$ cat config.mk
export PLATFORM = sky130hd
export DESIGN_NAME = seven_seg_scanner
export DESIGN_NICKNAME = d
export VERILOG_FILES = /design/src/rtl/seven_seg_scanner.sv
export SDC_FILE = /design/constraint.sdc
export NUM_CORES = 1
export LEC_CHECK = 0
export CORE_MARGIN = 10
export CORE_UTILIZATION = 45
export DETAILED_ROUTE_END_ITERATION = 16
export PLACE_DENSITY = 0.66
export SLEW_MARGIN = 25
export SYNTH_ARGS = -nofsm -noshare
export SYNTH_HDL_FRONTEND = slang
export SYNTH_SLANG_ARGS = --single-unit
$ cat constraint.sdc
create_clock -name clk -period 2.45 [get_ports clk]
set_input_delay 0.245 -clock clk [delete_from_list [all_inputs] [get_ports clk]]
set_output_delay 0.245 -clock clk [all_outputs]
set_load 0.01 [all_outputs]
$ cat src/rtl/seven_seg_scanner.sv
// Time-multiplexed seven-segment driver: one shared hex decoder, a one-hot anode
// scanner, and a pending/display double buffer that only swaps at frame boundaries.
module seven_seg_scanner #(
  parameter int NUM_DIGITS = 4,
  parameter int PRESCALE   = 50000
) (
  input  logic                    clk,
  input  logic                    rst,
  input  logic [4*NUM_DIGITS-1:0] value,
  input  logic [NUM_DIGITS-1:0]   dp_in,
  input  logic                    load,
  input  logic                    blank_lz,
  output logic [6:0]              seg,
  output logic                    dp,
  output logic [NUM_DIGITS-1:0]   an,
  output logic                    frame_done
);
  localparam int PW = $clog2(PRESCALE);
  localparam int IW = (NUM_DIGITS > 1) ? $clog2(NUM_DIGITS) : 1;

  logic [PW-1:0]           pc_q, pc_d;
  logic [IW-1:0]           idx_q, idx_d;
  logic [4*NUM_DIGITS-1:0] pend_val_q, pend_val_d, disp_val_q, disp_val_d;
  logic [NUM_DIGITS-1:0]   pend_dp_q, pend_dp_d, disp_dp_q, disp_dp_d;
  logic [6:0]              seg_q, seg_d;
  logic                    dp_q, dp_d;
  logic [NUM_DIGITS-1:0]   an_q, an_d;
  logic                    frame_done_q, frame_done_d;

  logic       slot_end, wrap, upper_nz, blanked;
  logic [3:0] nib;

  function automatic logic [6:0] hex_decode(input logic [3:0] h);
    case (h)
      4'h0: hex_decode = 7'h01;  4'h1: hex_decode = 7'h4F;
      4'h2: hex_decode = 7'h12;  4'h3: hex_decode = 7'h06;
      4'h4: hex_decode = 7'h4C;  4'h5: hex_decode = 7'h24;
      4'h6: hex_decode = 7'h20;  4'h7: hex_decode = 7'h0F;
      4'h8: hex_decode = 7'h00;  4'h9: hex_decode = 7'h04;
      4'hA: hex_decode = 7'h08;  4'hB: hex_decode = 7'h60;
      4'hC: hex_decode = 7'h31;  4'hD: hex_decode = 7'h42;
      4'hE: hex_decode = 7'h30;  default: hex_decode = 7'h38;
    endcase
  endfunction

  always_comb begin
    slot_end = (pc_q == PW'(PRESCALE - 1));
    wrap     = slot_end && (idx_q == IW'(NUM_DIGITS - 1));
    pc_d     = slot_end ? '0 : pc_q + 1'b1;
    idx_d    = idx_q;
    if (slot_end) idx_d = wrap ? '0 : idx_q + 1'b1;

    pend_val_d = load ? value : pend_val_q;
    pend_dp_d  = load ? dp_in : pend_dp_q;
    // A load on the wrap edge bypasses pending so it lands in the frame starting now.
    disp_val_d = disp_val_q;
    disp_dp_d  = disp_dp_q;
    if (wrap) begin
      disp_val_d = load ? value : pend_val_q;
      disp_dp_d  = load ? dp_in : pend_dp_q;
    end

    nib      = disp_val_q[{idx_q, 2'b00} +: 4];
    upper_nz = 1'b0;
    for (int i = 0; i < NUM_DIGITS; i++)
      if (i >= int'(idx_q) && disp_val_q[4*i +: 4] != 4'h0) upper_nz = 1'b1;
    blanked = blank_lz && (idx_q != '0) && !upper_nz;

    seg_d        = blanked ? 7'h7F : hex_decode(nib);
    dp_d         = ~disp_dp_q[idx_q];
    an_d         = (pc_q == '0) ? '1 : ~(NUM_DIGITS'(1) << idx_q);
    frame_done_d = wrap;
  end

  always_ff @(posedge clk or posedge rst) begin
    if (rst) begin
      pc_q         <= '0;
      idx_q        <= '0;
      pend_val_q   <= '0;
      pend_dp_q    <= '0;
      disp_val_q   <= '0;
      disp_dp_q    <= '0;
      seg_q        <= 7'h7F;
      dp_q         <= 1'b1;
      an_q         <= '1;
      frame_done_q <= 1'b0;
    end else begin
      pc_q         <= pc_d;
      idx_q        <= idx_d;
      pend_val_q   <= pend_val_d;
      pend_dp_q    <= pend_dp_d;
      disp_val_q   <= disp_val_d;
      disp_dp_q    <= disp_dp_d;
      seg_q        <= seg_d;
      dp_q         <= dp_d;
      an_q         <= an_d;
      frame_done_q <= frame_done_d;
    end
  end

  assign seg        = seg_q;
  assign dp         = dp_q;
  assign an         = an_q;
  assign frame_done = frame_done_q;
endmodule
==> results of run 1 <==
==> how the worst max path moves through the flow <==
stage	start	to	slack (ns)	depth (start not counted)
3_5_place_dp	idx_q[0]	seg[4]	0.33	5
5_1_grt	idx_q[0]	seg[6]	0.09	8
2_1_floorplan	idx_q[0]	seg[4]	0.28	7
3_3_place_gp	idx_q[0]	seg[6]	0.39	7
4_1_cts	idx_q[0]	seg[4]	0.31	5
6_report	idx_q[0]	seg[4]	0.31	5
==> where the power goes <==
group / switching [uW] / internal (uW)
clock network: 393 / 529
logic: 96.3 / 135
registers: 27.7 / 1240
total: 517 / 1900
==> per-layer routing <==
metal  GRT usage, %  part of all wire, %  vias up
met2           18.3                   49       39
met1           15.0                   46     1039
met4           6.19                  1.8        0
met3           2.87                  3.6        9
met5              0                    0        -
li1               -                    -      999
==> placed cells by master, fill, tap and decap left out, types with 4 or more instances in the layout <==
cell / instances
dfrtp_1: 59
clkdlybuf4s50_1: 36
mux2_2: 22
mux2_4: 20
nor2_1: 19
nand2_1: 14
inv_1: 13
ha_1: 12
dfstp_2: 12
clkbuf_8: 11
nand3_1: 9
xnor2_1: 9
xor2_1: 9
buf_4: 7
nor3_1: 6
mux2i_1: 6
nor4_1: 5
o21ai_0: 4
mux4_2: 4
clkbuf_1: 4
==> kinds of logic (layout without fill, tap and decap cells) <==
logic type	count (synthesis)	in the layout	share of synthesized area, %
AO/OA/AOI/OAI	14	14	2.91
XOR/XNOR	18	18	4.64
adder cells (fa/ha/maj)	12	12	4.42
buffers and inverters	23	74	3.13
flip-flops	71	71	52.8
multiplexers	53	53	21.0
AND/OR/NAND/NOR	69	69	11.1
==> cells in the mapped netlist, types with 5 or more instances <==
cell type	count	share of area [%]
nor2_1	19	2.1
mux2_2	22	7.3
dfstp_2	12	9.3
nand2_1	14	1.5
xnor2_1	9	2.3
xor2_1	9	2.3
dfrtp_1	59	43
mux2i_1	6	1.8
inv_1	14	1.5
mux2_4	20	8.8
nand3_1	9	1.3
nor3_1	6	0.88
nor4_1	5	0.92
ha_1	12	4.4
==> per-stage QoR <==
step	worst slack [ns]	power (uW)
2_1_floorplan	0.276	1420
3_3_place_gp	0.393	1520
3_5_place_dp	0.325	1530
4_1_cts	0.305	2460
5_1_grt	0.0946	2540
6_report	0.314	2420
==> area by class of cell <==
cell class	count	area share, %
inverter	14	1.28
multi-input combinational	166	36.6
sequential	71	43.8
timing repair buffer	44	10.6
clock buffer	15	4.06
clock inverter	1	0.733
tap	99	3.03
==> flip-flops by register name (all words and copies together) (netlist names) <==
name / cells
disp_val_q: 16
an: 4
pend_dp_q: 4
pend_val_q: 16
idx_q: 2
pc_q: 16
seg: 7
frame_done: 1
disp_dp_q: 4
dp: 1
==> worst max-delay path: stages (launching register included) <==
cell and delay, ns:
dfrtp_1 0.41, inv_1 0.08, ha_1 0.24, or4b_1 0.50, or4_1 0.62, o311ai_0 0.16
==> impl_metrics.env, run 1 <==
export IMPL_run_status="complete, no violations"
export IMPL_setup_tns_ns=0
export IMPL_rr_endpoint="seg[4]"
export IMPL_dieHeight_um=107
export IMPL_drt_vias_per_instance=5.09
export IMPL_async_flop_share_pct=100
export IMPL_seqCellArea_mm2=0.00179
export IMPL_drc=0
export IMPL_wl_um=6330
export IMPL_fp_dieW_um=107
export IMPL_slew_headroom_pct=60.7
export IMPL_cts_setup_buffers=0
export IMPL_cts_num_sinks=71
export IMPL_fp_row_count=31
export IMPL_place_inst=394
export IMPL_drt_pre_antenna_iters=4
export IMPL_insertedDiodeCount=0
export IMPL_hold_class="in2async"
export IMPL_setup_violations=0
export IMPL_dieArea_mm2=0.0114
export IMPL_stdcell_count=410
export IMPL_finalHoldViolations=0
export IMPL_path_class="reg2reg"
export IMPL_coreArea_mm2=0.00729
export IMPL_stdcell_area_mm2=0.00409
export IMPL_cts_buffers=9
export IMPL_tightest_slew_ns=0.586
export IMPL_areaGrowthSynthToFinish_pct=20.6
export IMPL_period_minus_slack_ns=2.14
export IMPL_clkTransAtPathRegs_ns=0.07
export IMPL_slew_viol_final=0
export IMPL_required_ns=2.66
export IMPL_multi_input_area_mm2=0.00150
export IMPL_port_buffers=36
export IMPL_reg2reg_depth=5
export IMPL_synth_cells=260
export IMPL_rsz0062_at_grt="no"
export IMPL_utilization_pct=56.1
export IMPL_syn_num_nets=296
export IMPL_critPathLaunchType="flop"
export IMPL_fill_cells=645
export IMPL_cts_root_buf="clkbuf_8"
export IMPL_antenna_found_initial=0
export IMPL_synth_edf_count=0
export IMPL_whs_ns=0.295
export IMPL_grt_pass1_wl_um=11000
export IMPL_critPathArrivalTime_ns=2.35
export IMPL_grt_usage_pct=11.8
export IMPL_io_pins=37
export IMPL_overflow=0
export IMPL_wire_per_inst_um=15.4
export IMPL_grt_max_degree=72
export IMPL_synth_ff_type="dfrtp_1"
export IMPL_start_util_pct=46.6
export IMPL_globalplace_congestion=0.820
export IMPL_yosysSeqAreaShare_pct=52.8
export IMPL_power_density_mw_per_mm2=591
export IMPL_drtIter0Drc=67
export IMPL_placed_cell_area_mm2=0.00390
export IMPL_peakVddDrop_v=0.000248
export IMPL_insertion_delay_ns=0.33
export IMPL_cts_resized=0
export IMPL_ff2ff_setup_slack_ns=0.31
export IMPL_final_period_utilization_pct=87.2
export IMPL_drive_gt1_share_pct=27.3
export IMPL_synth_seq_cells=71
export IMPL_final_nets=342
export IMPL_cts_tree="built"
export IMPL_rr_startpoint="idx_q[0]"
export IMPL_p_leak_uw=0.00182
export IMPL_max_freq_ghz=0.468
export IMPL_ys_warn_count=0
export IMPL_syn_area_mm2=0.00339
export IMPL_max_cap_violations=0
export IMPL_ant_nets=0
export IMPL_vias=2086
export IMPL_hold_buffers=0
export IMPL_yosysUniqueCellTypes=40
export IMPL_finClkSkew_ns=0.00871
export IMPL_place_hpwl_um=4600
export IMPL_postSynthAreaPerCell_um2=13.1
export IMPL_htreeDepth=3
export IMPL_clk_path_buf_depth=2
export IMPL_grt_pass1_vias=2234
export IMPL_crit_fanout=7
export IMPL_end_kind="flop"
(Power assumes the default switching activity.)
==> run 2, diff against run 1 <==
--- a/config.mk
+++ b/config.mk
@@ -7,9 +7,9 @@
 export LEC_CHECK = 0
 export CORE_MARGIN = 10
 export CORE_UTILIZATION = 45
+export CTS_CLUSTER_DIAMETER = 30
 export DETAILED_ROUTE_END_ITERATION = 16
 export PLACE_DENSITY = 0.66
-export SLEW_MARGIN = 25
 export SYNTH_ARGS = -nofsm -noshare
 export SYNTH_HDL_FRONTEND = slang
 export SYNTH_SLANG_ARGS = --single-unit
==> results of run 2 <==
The final DEF is identical to that of run 1; final timing and power are the same.
==> run 3, diff against run 2 <==
--- a/config.mk
+++ b/config.mk
@@ -5,6 +5,7 @@
 export SDC_FILE = /design/constraint.sdc
 export NUM_CORES = 1
 export LEC_CHECK = 0
+export ABC_AREA = 1
 export CORE_MARGIN = 10
 export CORE_UTILIZATION = 45
 export CTS_CLUSTER_DIAMETER = 30
==> impl_metrics.env, run 3 <==
export IMPL_final_period_utilization_pct=84.4
export IMPL_path_class="reg2reg"
export IMPL_async_flop_share_pct=100
export IMPL_place_hpwl_um=4940
export IMPL_place_inst=559
export IMPL_hold_class="in2async"
export IMPL_finalHoldViolations=0
export IMPL_grt_max_degree=72
export IMPL_critPathLaunchType="flop"
export IMPL_period_minus_slack_ns=2.07
export IMPL_slew_viol_final=0
export IMPL_yosysMostFrequentCell="nand2_1"
export IMPL_final_nets=504
export IMPL_insertedDiodeCount=0
export IMPL_synth_top_area_cell="dfrtp_1"
export IMPL_areaGrowthSynthToFinish_pct=19.2
export IMPL_globalplace_congestion=0.899
export IMPL_rr_startpoint="idx_q[0]"
export IMPL_synth_edf_count=0
export IMPL_yosysTopAreaCellShare_pct=41.8
export IMPL_reg2reg_depth=10
export IMPL_cts_num_sinks=71
export IMPL_drive_gt1_share_pct=11.0
export IMPL_cts_root_buf="clkbuf_8"
export IMPL_vias=2783
export IMPL_synth_seq_cells=71
export IMPL_end_kind="flop"
export IMPL_hold_buffers=0
export IMPL_run_status="complete, no violations"
export IMPL_start_util_pct=46.0
export IMPL_cts_resized=0
export IMPL_critPathArrivalTime_ns=2.36
export IMPL_coreArea_mm2=0.00769
export IMPL_top_layer_used="met4"
export IMPL_antenna_found_initial=0
export IMPL_insertion_delay_ns=0.35
export IMPL_peakVddDrop_v=0.000394
export IMPL_p_leak_uw=0.00201
export IMPL_stdcell_count=575
export IMPL_wl_um=7160
export IMPL_grt_pass1_vias=2548
export IMPL_grt_usage_pct=12.5
export IMPL_required_ns=2.74
export IMPL_final_cell_mix="133 x nand2_1, 59 x dfrtp_1, 50 x inv_1"
export IMPL_fp_dieW_um=109
export IMPL_overflow=0
export IMPL_drtIter0Drc=81
export IMPL_wl_met3_um=407
export IMPL_clkTransAtPathRegs_ns=0.07
export IMPL_drt_vias_per_instance=4.84
export IMPL_drc=0
export IMPL_io_pins=37
export IMPL_drt_pre_antenna_iters=4
export IMPL_synth_cells=430
export IMPL_postSynthAreaPerCell_um2=8.22
export IMPL_synth_ff_type="dfrtp_1"
export IMPL_power_density_mw_per_mm2=560
export IMPL_max_cap_violations=0
export IMPL_fp_row_count=32
export IMPL_rsz0062_at_grt="no"
export IMPL_clk_path_buf_depth=2
export IMPL_setup_tns_ns=0
export IMPL_tightest_slew_ns=0.417
export IMPL_htreeDepth=3
export IMPL_ant_nets=0
export IMPL_slew_headroom_pct=72.2
export IMPL_wire_per_inst_um=12.5
export IMPL_grt_pass1_wl_um=11900
export IMPL_yosysUniqueCellTypes=28
export IMPL_max_freq_ghz=0.484
export IMPL_ys_warn_count=0
export IMPL_wl_met1_um=3650
export IMPL_cts_tree="built"
export IMPL_cts_setup_buffers=0
export IMPL_syn_area_mm2=0.00353
export IMPL_layout_commonest_cell="nand2_1"
export IMPL_cts_buffers=9
export IMPL_top_regs="disp_val_q (16), pc_q (16), pend_val_q (16)"
export IMPL_dieHeight_um=109
export IMPL_yosysSeqAreaShare_pct=50.7
export IMPL_synth_common_cells="133 x nand2_1, 59 x dfrtp_1, 51 x inv_1"
export IMPL_crit_fanout=14
export IMPL_finClkSkew_ns=0.00860
export IMPL_setup_violations=0
export IMPL_port_buffers=36
export IMPL_rr_endpoint="seg[1]"
export IMPL_synth_area_top_cells="dfrtp_1 42%, nand2_1 14%, dfstp_2 8.9%"
export IMPL_ff2ff_setup_slack_ns=0.38
export IMPL_met2_length_um=2990
export IMPL_dieArea_mm2=0.0118
export IMPL_syn_num_nets=466
-- run 3: cell types whose count changed after synthesis, moves of 4 or more --
| cell | previous run | this run |
|---|---|---|
| nand2_1 | 14 | 133 |
| inv_1 | 14 | 51 |
| mux2_2 | 22 | 0 |
| nand3_1 | 9 | 31 |
| o21ai_0 | 4 | 26 |
| mux2_4 | 20 | 0 |
| nand4_1 | 2 | 21 |
| nor2_1 | 19 | 34 |
| xnor2_1 | 9 | 1 |
| mux2i_1 | 6 | 0 |
| mux4_2 | 4 | 0 |
-- run 3: critical path, cell delays in order, from the launching register on --
cell and delay (ns):
dfrtp_1 0.60, inv_1 0.30, nand2_1 0.12, nand3_1 0.07, nand2_1 0.21, inv_1 0.12
ha_1 0.26, nand3_1 0.11, nor2_1 0.05, nor2_1 0.10, nand2_1 0.05
-- run 3: layout make-up --
cell class / count / area, um2
clock inverters: 6 / 83.8
fillers: 734 / 3480
inverters: 54 / 203
multi-input cells: 290 / 1450
well taps: 102 / 128
clock buffers: 10 / 138
repair buffers: 42 / 418
flip-flops and latches: 71 / 1790
-- run 3: routing by layer --
layer	up-vias	GRT usage (%)
li1	1441	-
met1	1276	17.5
met2	58	17.5
met3	8	3.78
met4	0	5.46
met5	-	0
-- run 3: power by group --
part           internal (uW)  leakage, uW  total [uW]  switching (uW)
clock                    597     0.000116        1040             443
sequential              1200     0.000794        1210            7.95
combinational           49.4      0.00110         110            60.4
-- run 3: worst max path at each step --
| stage | startpoint | end | slack [ns] | depth (start not counted) |
|---|---|---|---|---|
| finish | idx_q[0] | seg[1] | 0.38 | 10 |
| global route | idx_q[0] | seg[6] | 0.17 | 10 |
| CTS | idx_q[0] | seg[1] | 0.40 | 10 |
| detailed placement | idx_q[0] | seg[1] | 0.40 | 10 |
| global placement | idx_q[0] | seg[1] | 0.57 | 10 |
| floorplan | rst | disp_dp_q[0] | 0.43 | 1 |
-- run 3: metrics by stage --
step           cell area [um2]  hold WS [ns]  util (%)  setup WS, ns  total power [uW]
4_1_cts                   4210         0.306      54.8         0.397              2390
3_3_place_gp              3990         0.480      51.9         0.566              1340
6_report                  4210         0.288      54.8         0.383              2360
3_5_place_dp              3990         0.480      51.9         0.401              1340
5_1_grt                   4210         0.333      54.8         0.174              2460
2_1_floorplan             3530         0.394         -         0.428              1280
-- run 3: kinds of logic after synthesis --
logic type      share of synthesized area, %
compound gates                          4.64
xor+xnor                                1.74
fa+ha+maj                               4.25
buf+inv                                 8.39
flops                                   50.7
simple gates                            30.3
